`config.mk`:
```
export PLATFORM = sky130hd
export DESIGN_NAME = multicycle_controller
export DESIGN_NICKNAME = d
export VERILOG_FILES = /design/src/rtl/controller_pkg.sv /design/src/rtl/alu_decoder.sv /design/src/rtl/multicycle_controller.sv
export SDC_FILE = /design/constraint.sdc
export NUM_CORES = 1
export LEC_CHECK = 0
export BUFFER_PORTS_ARGS = -buffer_cell sky130_fd_sc_hd__buf_2
export CAP_MARGIN = 20
export CORE_ASPECT_RATIO = 0.6
export CORE_MARGIN = 5
export CORE_UTILIZATION = 36
export CTS_BUF_LIST = sky130_fd_sc_hd__clkbuf_4 sky130_fd_sc_hd__clkbuf_8
export DETAILED_ROUTE_END_ITERATION = 8
export HOLD_SLACK_MARGIN = 0.02
export PLACE_DENSITY = 0.79
export REMOVE_ABC_BUFFERS = 1
export SETUP_SLACK_MARGIN = 0.5
export SLEW_MARGIN = 20
export SYNTH_ARGS = -nofsm -noshare
export SYNTH_HDL_FRONTEND = slang
export SYNTH_SLANG_ARGS = --single-unit
```
`constraint.sdc`:
```
create_clock -name clk -period 2.2 [get_ports clk]
set_input_delay 0.44 -clock clk [delete_from_list [all_inputs] [get_ports clk]]
set_output_delay 0.44 -clock clk [all_outputs]
set_load 0.05 [all_outputs]
```
`src/rtl/controller_pkg.sv`:
```
// Shared encodings for the multi-cycle RV32I controller:
// ALU, ImmSrc, opcode, funct3, mux select codes and the FSM state type.
package controller_pkg;

  localparam logic [3:0] ALU_ADD  = 4'b0000;
  localparam logic [3:0] ALU_SUB  = 4'b0001;
  localparam logic [3:0] ALU_SLT  = 4'b0010;
  localparam logic [3:0] ALU_SLTU = 4'b0011;
  localparam logic [3:0] ALU_XOR  = 4'b0100;
  localparam logic [3:0] ALU_OR   = 4'b0101;
  localparam logic [3:0] ALU_AND  = 4'b0110;
  localparam logic [3:0] ALU_SLL  = 4'b0111;
  localparam logic [3:0] ALU_SRL  = 4'b1000;
  localparam logic [3:0] ALU_SRA  = 4'b1001;
  localparam logic [3:0] ALU_PASS = 4'b1010;
  localparam logic [3:0] ALU_SUBU = 4'b1011;

  localparam logic [6:0] OP_LOAD   = 7'b0000011;
  localparam logic [6:0] OP_STORE  = 7'b0100011;
  localparam logic [6:0] OP_RTYPE  = 7'b0110011;
  localparam logic [6:0] OP_ITYPE  = 7'b0010011;
  localparam logic [6:0] OP_BRANCH = 7'b1100011;
  localparam logic [6:0] OP_JAL    = 7'b1101111;
  localparam logic [6:0] OP_JALR   = 7'b1100111;
  localparam logic [6:0] OP_LUI    = 7'b0110111;
  localparam logic [6:0] OP_AUIPC  = 7'b0010111;
  localparam logic [6:0] OP_XORID  = 7'b0001011;

  localparam logic [2:0] IMM_I = 3'b000;
  localparam logic [2:0] IMM_S = 3'b001;
  localparam logic [2:0] IMM_B = 3'b010;
  localparam logic [2:0] IMM_U = 3'b011;
  localparam logic [2:0] IMM_J = 3'b100;
  localparam logic [2:0] IMM_R = 3'b111;

  localparam logic [2:0] F3_LB  = 3'b000;
  localparam logic [2:0] F3_LH  = 3'b001;
  localparam logic [2:0] F3_LW  = 3'b010;
  localparam logic [2:0] F3_LBU = 3'b100;
  localparam logic [2:0] F3_LHU = 3'b101;

  localparam logic [2:0] F3_SB = 3'b000;
  localparam logic [2:0] F3_SH = 3'b001;
  localparam logic [2:0] F3_SW = 3'b010;

  localparam logic [2:0] F3_BEQ  = 3'b000;
  localparam logic [2:0] F3_BNE  = 3'b001;
  localparam logic [2:0] F3_BLT  = 3'b100;
  localparam logic [2:0] F3_BGE  = 3'b101;
  localparam logic [2:0] F3_BLTU = 3'b110;
  localparam logic [2:0] F3_BGEU = 3'b111;

  localparam logic [2:0] F3_ADD  = 3'b000;
  localparam logic [2:0] F3_SLL  = 3'b001;
  localparam logic [2:0] F3_SLT  = 3'b010;
  localparam logic [2:0] F3_SLTU = 3'b011;
  localparam logic [2:0] F3_XOR  = 3'b100;
  localparam logic [2:0] F3_SR   = 3'b101;
  localparam logic [2:0] F3_OR   = 3'b110;
  localparam logic [2:0] F3_AND  = 3'b111;

  localparam logic [1:0] MW_NONE = 2'b00;
  localparam logic [1:0] MW_W    = 2'b01;
  localparam logic [1:0] MW_H    = 2'b10;
  localparam logic [1:0] MW_B    = 2'b11;

  localparam logic [1:0] RS_W = 2'b01;
  localparam logic [1:0] RS_H = 2'b10;
  localparam logic [1:0] RS_B = 2'b11;

  localparam logic [1:0] SRCA_PC    = 2'b00;
  localparam logic [1:0] SRCA_OLDPC = 2'b01;
  localparam logic [1:0] SRCA_RS1   = 2'b10;

  localparam logic [1:0] SRCB_RS2  = 2'b00;
  localparam logic [1:0] SRCB_IMM  = 2'b01;
  localparam logic [1:0] SRCB_FOUR = 2'b10;

  localparam logic [1:0] RWS_ALUOUT = 2'b00;
  localparam logic [1:0] RWS_LINK   = 2'b01;
  localparam logic [1:0] RWS_IMM    = 2'b10;
  localparam logic [1:0] RWS_MEM    = 2'b11;

  typedef enum logic [3:0] {
    S_FETCH,
    S_DECODE,
    S_MEMADR,
    S_MEMREAD,
    S_MEMWB,
    S_MEMWRITE,
    S_EXEC,
    S_ALUWB,
    S_BRANCH,
    S_JAL,
    S_JALR,
    S_UPPER
  } state_e;

  typedef enum logic [2:0] {
    AOP_ADD,
    AOP_BRANCH,
    AOP_RTYPE,
    AOP_ITYPE,
    AOP_XORID
  } alu_op_e;

endpackage

```
`src/rtl/alu_decoder.sv`:
```
// ALU control decode: opcode class, funct3, funct7_5 -> ALUControl.
// Ports: op_i, funct3_i, funct7_5_i in; alu_ctrl_o out.
module alu_decoder
  import controller_pkg::*;
(
  input  alu_op_e    op_i,
  input  logic [2:0] funct3_i,
  input  logic       funct7_5_i,
  output logic [3:0] alu_ctrl_o
);

  always_comb begin
    alu_ctrl_o = ALU_ADD;
    unique case (op_i)
      AOP_BRANCH: begin
        case (funct3_i)
          F3_BEQ, F3_BNE:   alu_ctrl_o = ALU_SUB;
          F3_BLT, F3_BGE:   alu_ctrl_o = ALU_SLT;
          F3_BLTU, F3_BGEU: alu_ctrl_o = ALU_SLTU;
          default:          alu_ctrl_o = ALU_ADD;
        endcase
      end
      AOP_RTYPE, AOP_ITYPE: begin
        unique case (funct3_i)
          // bit 30 of an I-type is immediate data, not a SUB flag
          F3_ADD: alu_ctrl_o =
            (op_i == AOP_RTYPE && funct7_5_i)
            ? ALU_SUB : ALU_ADD;
          F3_SLL:  alu_ctrl_o = ALU_SLL;
          F3_SLT:  alu_ctrl_o = ALU_SLT;
          F3_SLTU: alu_ctrl_o = ALU_SLTU;
          F3_XOR:  alu_ctrl_o = ALU_XOR;
          F3_SR:   alu_ctrl_o =
            funct7_5_i ? ALU_SRA : ALU_SRL;
          F3_OR:   alu_ctrl_o = ALU_OR;
          F3_AND:  alu_ctrl_o = ALU_AND;
          default: alu_ctrl_o = ALU_ADD;
        endcase
      end
      AOP_XORID: alu_ctrl_o = ALU_XOR;
      default:   alu_ctrl_o = ALU_ADD;
    endcase
  end

endmodule

```
`src/rtl/multicycle_controller.sv`:
```
// Sequencing FSM for the multi-cycle RV32I core with a shared memory port.
// Ports: clk, reset, Instr, Zero, mem_ready in; datapath controls out.
module multicycle_controller
  import controller_pkg::*;
#(
  parameter int RESET_STATE_FETCH = 1
)
(
  input  logic        clk,
  input  logic        reset,
  input  logic [31:0] Instr,
  input  logic [31:0] Zero,
  input  logic        mem_ready,
  output logic        PCWrite,
  output logic        IRWrite,
  output logic        RegWrite,
  output logic        MemRead,
  output logic [1:0]  MemWrite,
  output logic [1:0]  ResultSrc,
  output logic        AdrSrc,
  output logic [1:0]  ALUSrcA,
  output logic [1:0]  ALUSrcB,
  output logic        PCSrc,
  output logic [1:0]  regWriteSource,
  output logic [3:0]  ALUControl,
  output logic [2:0]  ImmSrc,
  output logic        xorid,
  output logic        instr_done,
  output logic        illegal
);

  // Only the fetch entry point exists; the parameter just names it.
  localparam state_e ST_RST =
    (RESET_STATE_FETCH != 0) ? S_FETCH : S_FETCH;

  state_e state_q, state_d;
  alu_op_e alu_op;

  logic [6:0] opcode;
  logic [2:0] funct3;
  logic       f7_5;
  logic       res_zero;
  logic       taken;
  logic       unused_instr;

  assign opcode   = Instr[6:0];
  assign funct3   = Instr[14:12];
  assign f7_5     = Instr[30];
  assign res_zero = (Zero == 32'd0);
  assign unused_instr =
    ^{Instr[31], Instr[29:15], Instr[11:7]};

  logic is_load, is_store, is_r, is_i;
  logic is_br, is_jal, is_jalr;
  logic is_lui, is_auipc, is_xorid;

  assign is_load  = (opcode == OP_LOAD);
  assign is_store = (opcode == OP_STORE);
  assign is_r     = (opcode == OP_RTYPE);
  assign is_i     = (opcode == OP_ITYPE);
  assign is_br    = (opcode == OP_BRANCH);
  assign is_jal   = (opcode == OP_JAL);
  assign is_jalr  = (opcode == OP_JALR);
  assign is_lui   = (opcode == OP_LUI);
  assign is_auipc = (opcode == OP_AUIPC);
  assign is_xorid = (opcode == OP_XORID);

  alu_decoder u_alu_dec (
    .op_i       (alu_op),
    .funct3_i   (funct3),
    .funct7_5_i (f7_5),
    .alu_ctrl_o (ALUControl)
  );

  always_comb begin
    case (funct3)
      F3_BEQ:           taken = res_zero;
      F3_BNE:           taken = !res_zero;
      F3_BLT, F3_BLTU:  taken = Zero[0];
      F3_BGE, F3_BGEU:  taken = !Zero[0];
      default:          taken = 1'b0;
    endcase
  end

  always_comb begin
    state_d        = state_q;
    alu_op         = AOP_ADD;
    PCWrite        = 1'b0;
    IRWrite        = 1'b0;
    RegWrite       = 1'b0;
    MemRead        = 1'b0;
    MemWrite       = MW_NONE;
    ResultSrc      = 2'b00;
    AdrSrc         = 1'b0;
    ALUSrcA        = SRCA_PC;
    ALUSrcB        = SRCB_RS2;
    PCSrc          = 1'b0;
    regWriteSource = RWS_ALUOUT;
    ImmSrc         = IMM_I;
    xorid          = 1'b0;
    instr_done     = 1'b0;
    illegal        = 1'b0;
    unique case (state_q)
      S_FETCH: begin
        MemRead = 1'b1;
        ALUSrcB = SRCB_FOUR;
        if (mem_ready) begin
          IRWrite = 1'b1;
          PCWrite = 1'b1;
          state_d = S_DECODE;
        end
      end
      S_DECODE: begin
        ALUSrcA = SRCA_OLDPC;
        ALUSrcB = SRCB_IMM;
        unique case (1'b1)
          is_br:              ImmSrc = IMM_B;
          is_jal:             ImmSrc = IMM_J;
          is_lui, is_auipc:   ImmSrc = IMM_U;
          default:            ImmSrc = IMM_I;
        endcase
        unique case (1'b1)
          is_load, is_store:    state_d = S_MEMADR;
          is_r, is_i, is_xorid: state_d = S_EXEC;
          is_br:                state_d = S_BRANCH;
          is_jal:               state_d = S_JAL;
          is_jalr:              state_d = S_JALR;
          is_lui, is_auipc:     state_d = S_UPPER;
          default: begin
            state_d    = S_FETCH;
            illegal    = 1'b1;
            instr_done = 1'b1;
          end
        endcase
      end
      S_MEMADR: begin
        ALUSrcA = SRCA_RS1;
        ALUSrcB = SRCB_IMM;
        ImmSrc  = is_store ? IMM_S : IMM_I;
        state_d = is_store ? S_MEMWRITE : S_MEMREAD;
      end
      S_MEMREAD: begin
        MemRead = 1'b1;
        AdrSrc  = 1'b1;
        unique case (funct3)
          F3_LB, F3_LBU: ResultSrc = RS_B;
          F3_LH, F3_LHU: ResultSrc = RS_H;
          default:       ResultSrc = RS_W;
        endcase
        if (mem_ready) state_d = S_MEMWB;
      end
      S_MEMWB: begin
        RegWrite       = 1'b1;
        regWriteSource = RWS_MEM;
        instr_done     = 1'b1;
        state_d        = S_FETCH;
      end
      S_MEMWRITE: begin
        AdrSrc = 1'b1;
        unique case (funct3)
          F3_SB:   MemWrite = MW_B;
          F3_SH:   MemWrite = MW_H;
          default: MemWrite = MW_W;
        endcase
        if (mem_ready) begin
          instr_done = 1'b1;
          state_d    = S_FETCH;
        end
      end
      S_EXEC: begin
        ALUSrcA = SRCA_RS1;
        ALUSrcB = is_r ? SRCB_RS2 : SRCB_IMM;
        unique case (1'b1)
          is_r:     alu_op = AOP_RTYPE;
          is_xorid: alu_op = AOP_XORID;
          default:  alu_op = AOP_ITYPE;
        endcase
        xorid   = is_xorid;
        state_d = S_ALUWB;
      end
      S_ALUWB: begin
        RegWrite       = 1'b1;
        regWriteSource = RWS_ALUOUT;
        instr_done     = 1'b1;
        state_d        = S_FETCH;
      end
      S_BRANCH: begin
        ALUSrcA    = SRCA_RS1;
        ALUSrcB    = SRCB_RS2;
        alu_op     = AOP_BRANCH;
        PCSrc      = 1'b1;
        PCWrite    = taken;
        instr_done = 1'b1;
        state_d    = S_FETCH;
      end
      S_JAL: begin
        PCWrite        = 1'b1;
        PCSrc          = 1'b1;
        RegWrite       = 1'b1;
        regWriteSource = RWS_LINK;
        instr_done     = 1'b1;
        state_d        = S_FETCH;
      end
      S_JALR: begin
        ALUSrcA        = SRCA_RS1;
        ALUSrcB        = SRCB_IMM;
        PCWrite        = 1'b1;
        RegWrite       = 1'b1;
        regWriteSource = RWS_LINK;
        instr_done     = 1'b1;
        state_d        = S_FETCH;
      end
      S_UPPER: begin
        RegWrite       = 1'b1;
        regWriteSource = is_lui ? RWS_IMM : RWS_ALUOUT;
        instr_done     = 1'b1;
        state_d        = S_FETCH;
      end
      default: state_d = S_FETCH;
    endcase
    // reset aborts any access: no enable may fire this cycle
    if (reset) begin
      PCWrite    = 1'b0;
      IRWrite    = 1'b0;
      RegWrite   = 1'b0;
      MemRead    = 1'b0;
      MemWrite   = MW_NONE;
      instr_done = 1'b0;
      illegal    = 1'b0;
    end
  end

  always_ff @(posedge clk) begin
    if (reset) state_q <= ST_RST;
    else       state_q <= state_d;
  end

endmodule

```
**Word level (Yosys, flattened, before mapping)**

Cells that the tools add are included.

- Flip-flop bits (word level): 4
- Input port bits: 67
- Output and inout port bits: 26
- Logic and storage cells: 107

- Equal/unequal tests: 35
- Muxes and demuxes: 44
- Reduce and logical (&&, ||, !) cells: 27

Operators with widths:

| cell | count |
|---|---|
| 4-bit one-hot mux with 6 select lines | 2 |
| 32-bit zero test | 1 |
| 4-bit one-hot mux with 8 select lines | 1 |
| 2-bit OR reduction | 14 |
| 7-bit by 6-bit == test with 1-bit output (second input constant) | 3 |
| 7-bit == test (second input constant) | 3 |
| 1-bit two-way mux | 19 |
| 2-bit one-hot mux with 3 select lines | 3 |
| 3-bit one-hot mux with 2 select lines | 3 |
| 4-bit by 3-bit == test with 1-bit output (second input constant) | 4 |
| 4-bit == test (second input constant) | 4 |
| 3-bit == test (second input constant) | 5 |
| 7-bit by 5-bit == test with 1-bit output (second input constant) | 2 |
| 3-bit by 2-bit == test with 1-bit output (second input constant) | 4 |
| 4-bit two-way mux | 3 |
| 2-bit one-hot mux with 2 select lines | 3 |
| 4-bit one-hot mux with 3 select lines | 1 |
| 10-bit OR reduction | 1 |
| 3-bit one-hot mux with 3 select lines | 1 |
| 4-bit by 2-bit == test with 1-bit output (second input constant) | 2 |
| 2-bit two-way mux | 4 |
| 7-bit by 2-bit == test with 1-bit output (second input constant) | 1 |
| 7-bit by 4-bit == test with 1-bit output (second input constant) | 1 |
| 3-bit by 1-bit == test with 1-bit output (second input constant) | 2 |
| 14 further kinds | 19 |

**Depth between registers and ports, before layout**

- Word-level depth: 8
- Depth in mapped cells: 7
- Gate-level depth less buffers: 6

**Hierarchy**

A second synthesis with hierarchy kept.

- Cell total of the unflattened synthesis: 170
- Area, all modules: 1021.0 um2

By module, submodules not included:

| module | times used | cells each | area each (um2) | seq. area each (um2) |
|---|---|---|---|---|
| multicycle_controller | 1 | 142 | 875.8 | 80.1 |
| alu_decoder | 1 | 28 | 145.1 | 0.0 |

**Worst setup path before layout**

OpenSTA, ideal clock, no wires.

- Kind: register -> output
- Start: register state_q[3]
- End: output port IRWrite
- Arrival time: 3091 ps
- Required time: 1760 ps
- Setup slack: -1331 ps
- Cell stages (with the launch flop): 6
- Buffers on the path: 2
- Cells stage by stage: dfxtp_1 > buf_6 > or2_1 > buf_6 > nor3_1 > nor3b_1

- Longest elaborated chain between the ends: 3

Ends and longest elaborated chain:

| what | line | text |
|---|---|---|
| from (decl) | multicycle_controller.sv:36 | `state_e state_q, state_d;` |
| from (signal assigned) | multicycle_controller.sv:235 | `else state_q <= state_d;` |
| 4-bit zero test | multicycle_controller.sv:103 | `unique case (state_q)` |
| 1-bit two-way mux | multicycle_controller.sv:103 |  |
| 1-bit two-way mux | multicycle_controller.sv:222 | `if (reset) begin` |
| to (decl) | multicycle_controller.sv:15 | `output logic IRWrite,` |

No other way between the ends.

**Worst setup path in the final report**

- Start: input port Zero[24]
- End: output port PCWrite

- Longest elaborated chain between the ends: 5

Ends and longest elaborated chain:

| what | line | text |
|---|---|---|
| from (decl) | multicycle_controller.sv:12 | `input logic [31:0] Zero,` |
| 32-bit zero test (*) | multicycle_controller.sv:49 | `assign res_zero = (Zero == 32'd0);` |
| 1-bit zero test | multicycle_controller.sv:78 | `F3_BNE: taken = !res_zero;` |
| 1-bit one-hot mux with 4 select lines (*) | multicycle_controller.sv:76 | `case (funct3)` |
| 1-bit one-hot mux with 3 select lines (*) | multicycle_controller.sv:103 |  |
| 1-bit two-way mux (*) | multicycle_controller.sv:222 |  |
| to (decl) | multicycle_controller.sv:14 | `output logic PCWrite,` |

Every way passes the cells marked *; elsewhere a longest branch is shown, timed or not.

==> impl_metrics.toml <==
[status]
status = "complete, but fails checks"
violations = "DRC, setup timing"

[timing]
max_freq_mhz = 402
period_share_pct = 113
hold-worst-slack_ns = 0.607
slew_viol_final = 0
rsz0062_at_grt = "true"
finalSetupViolCount = 8
max-slew-margin-rel_pct = 69.4
setup_slack_ns = -0.285
fin_worst_skew_ns = 0.00201
hold_viol = 0
finalCriticalPeriod_ns = 2.49
finalSetupTns_ns = -1.21
tightest_slew_ns = 0.458

[critical_path]
cp_slowest_stage_delay_ns = 0.42
cp_cell_sequence = "buf_2 -> nor4_2 -> nand4_1 -> nor2_2 -> nand2_1 -> a311oi_2 -> buf_6"
cp_max_fo = 2
r2r_cells = 9
critPathSlowestCell = "a311oi_2"
worstSetupPathType = "input pin to output port"
critical_path_arrival_ns = 2.05
cp_top_family = "simple AND/OR/NAND/NOR gates"
critPathLaunchType = "input pin"
path_buf_inv = 2
path_depth = 7
cp-end-kind = "output port"
critical_path_required_ns = 1.76

[finish]
syn_to_final_growth_pct = 153
drive_above_1_share_pct = 73.9
top_regs = "state_q x4"
final_area_mm2 = 0.00274
largest_register_ffs = 4
fin_nets = 364
antenna-diode-count = 0
final_util_pct = 95.4
largest_register = "state_q"

[synthesis]
ys.flop_type = "dfxtp_1"
ys_seq_area_share_pct = 7.38
synth_area_per_cell_um2 = 6.27
yosys-top-cells-area = "a21oi_1 9.2%, dfxtp_1 7.4%, nor2_1 5.9%"
yosysTopAreaCellShare_pct = 9.23
synth_edf_count = 0
netlist_instances = 173
synth_most_common_cell = "a21oi_1"
synthDistinctLibCells = 48
synth_commonest_cells = "20 x a21oi_1, 17 x nor2_1, 13 x nand2_1, 11 x nor3_1, 10 x o21ai_0"
async_flop_share_pct = 0
ys_seq_elements = 4
synth_warnings = 0
synth.cell_area_mm2 = 0.00108
synth.largest_area_cell = "a21oi_1"

[floorplan]
start_util_pct = 37.8
io_pins = 93
num_rows = 15
die_h_um = 52.5
coreArea_mm2 = 0.00287
die_w_um = 80.9
die-area_mm2 = 0.00425

[route]
vias = 2459
wl_per_cell_um = 29.7
routed_via_density = 7.38
detail-route-antenna-nets = 0
drcViolationCount = 14
wirelength_um = 9900
drt_iter0_drc = 502
dr.pass1.iters = 9

[cts]
clockBufferDepth = 2
numClockSinks = 4
cts_made_buffers = 3
path_clk_slew_ns = 0.03
cts_tree = "built"
worstSkewPairLatency_ns = 0.23
cts-htree-levels = 1
clock-root-buffer = "clkbuf_8"

[global_route]
grt_max_degree = 14
grt_pass1_vias = 2018
antenna_found_initial = 0
grt_pass1_wl_um = 9890
overflow = 0
grt.total_usage_pct = 30.5

[placed_design]
gp_congestion = 0.916
io_buffer_count = 71
dpl.hpwl_um = 3620
dpl_cell_area_mm2 = 0.00168

[pwr]
leakagePower_uw = 0.00114
vdd.ir_drop.worst_uv = 184
cellPowerDensity_mw_per_mm2 = 264

[run]
max_cap_viol_count = 0

[min_path]
min_path_cells = 3
hp-class = "input pin to flip-flop"
-- power by group --
group | switching (uW) | leakage [uW] | internal (uW) | total, uW
logic | 265 | 0.00108 | 209 | 474
clock network | 53.0 | 0.0000216 | 118 | 171
registers | 4.40 | 0.0000352 | 73.1 | 77.5
total | 323 | 0.00114 | 400 | 723
-- worst min-delay path: stages --
cell	delay, ns
buf_2	0.13
nor3_4	0.07
nor3b_1	0.15
-- worst paths after layout --
path	from	to	slack [ns]
worst min-delay path	reset	state_q[3]	0.61
worst max register to register	state_q[1]	state_q[2]	0.24
worst max-delay path	Zero[24]	PCWrite	-0.29
worst min register to register	state_q[2]	state_q[0]	0.77
-- per-stage QoR --
step / setup WS [ns] / total power (uW) / std cells
floorplan: -1.35 / 211 / 160
finish: -0.285 / 723 / 333
global route: -0.270 / 729 / 333
global placement: -0.225 / 335 / 307
detailed placement: -0.242 / 340 / 307
CTS: -0.0423 / 591 / 325
-- area by class of cell --
class                      instances  area [um^2]
timing repair buffer             128         1140
tap                               42         52.6
sequential                         4         92.6
clock buffer                       3         41.3
multi-input combinational        146         1360
fill                              70          131
inverter                          10         50.0
-- kinds of logic (layout without fill, tap and decap cells) --
logic type / count (synthesis) / count (layout) / share of synthesized area [%]
flip-flops: 4 / 4 / 7.38
multiplexers: 1 / 1 / 0.923
AND/OR/NAND/NOR: 87 / 87 / 44.6
AO/OA/AOI/OAI: 48 / 48 / 27.6
buffers and inverters: 23 / 141 / 10.0
adder cells (fa/ha/maj): 4 / 4 / 4.61
XOR/XNOR: 6 / 6 / 4.84
-- cell usage in the layout (no fill, tap or decap), drive strengths merged, types with 4 or more instances in the layout --
| cell type | n |
|---|---|
| nand3 | 8 |
| a21oi | 20 |
| inv | 9 |
| nor3b | 4 |
| nor2b | 4 |
| nand4 | 4 |
| nor4 | 8 |
| o21ai | 10 |
| buf | 127 |
| nor3 | 11 |
| nand2b | 4 |
| clkbuf | 4 |
| xor2 | 4 |
| ha | 4 |
| nand2 | 13 |
| nor2 | 17 |
| dfxtp | 4 |
-- routing by layer --
metal	GRT usage (%)	vias up	part of all wire (%)
met5	0	-	0
met4	17.7	0	11
met3	6.53	141	17
met2	51.2	354	40
met1	35.9	1094	32
li1	-	870	-
-- repair_timing --
action	4_1_cts	5_1_grt
endpoints found under the setup margin	27	28
hold buffers	0	0
gates resized for setup	133	72
pin swaps	32	23
setup buffers	15	8
(Power assumes the default switching activity.)
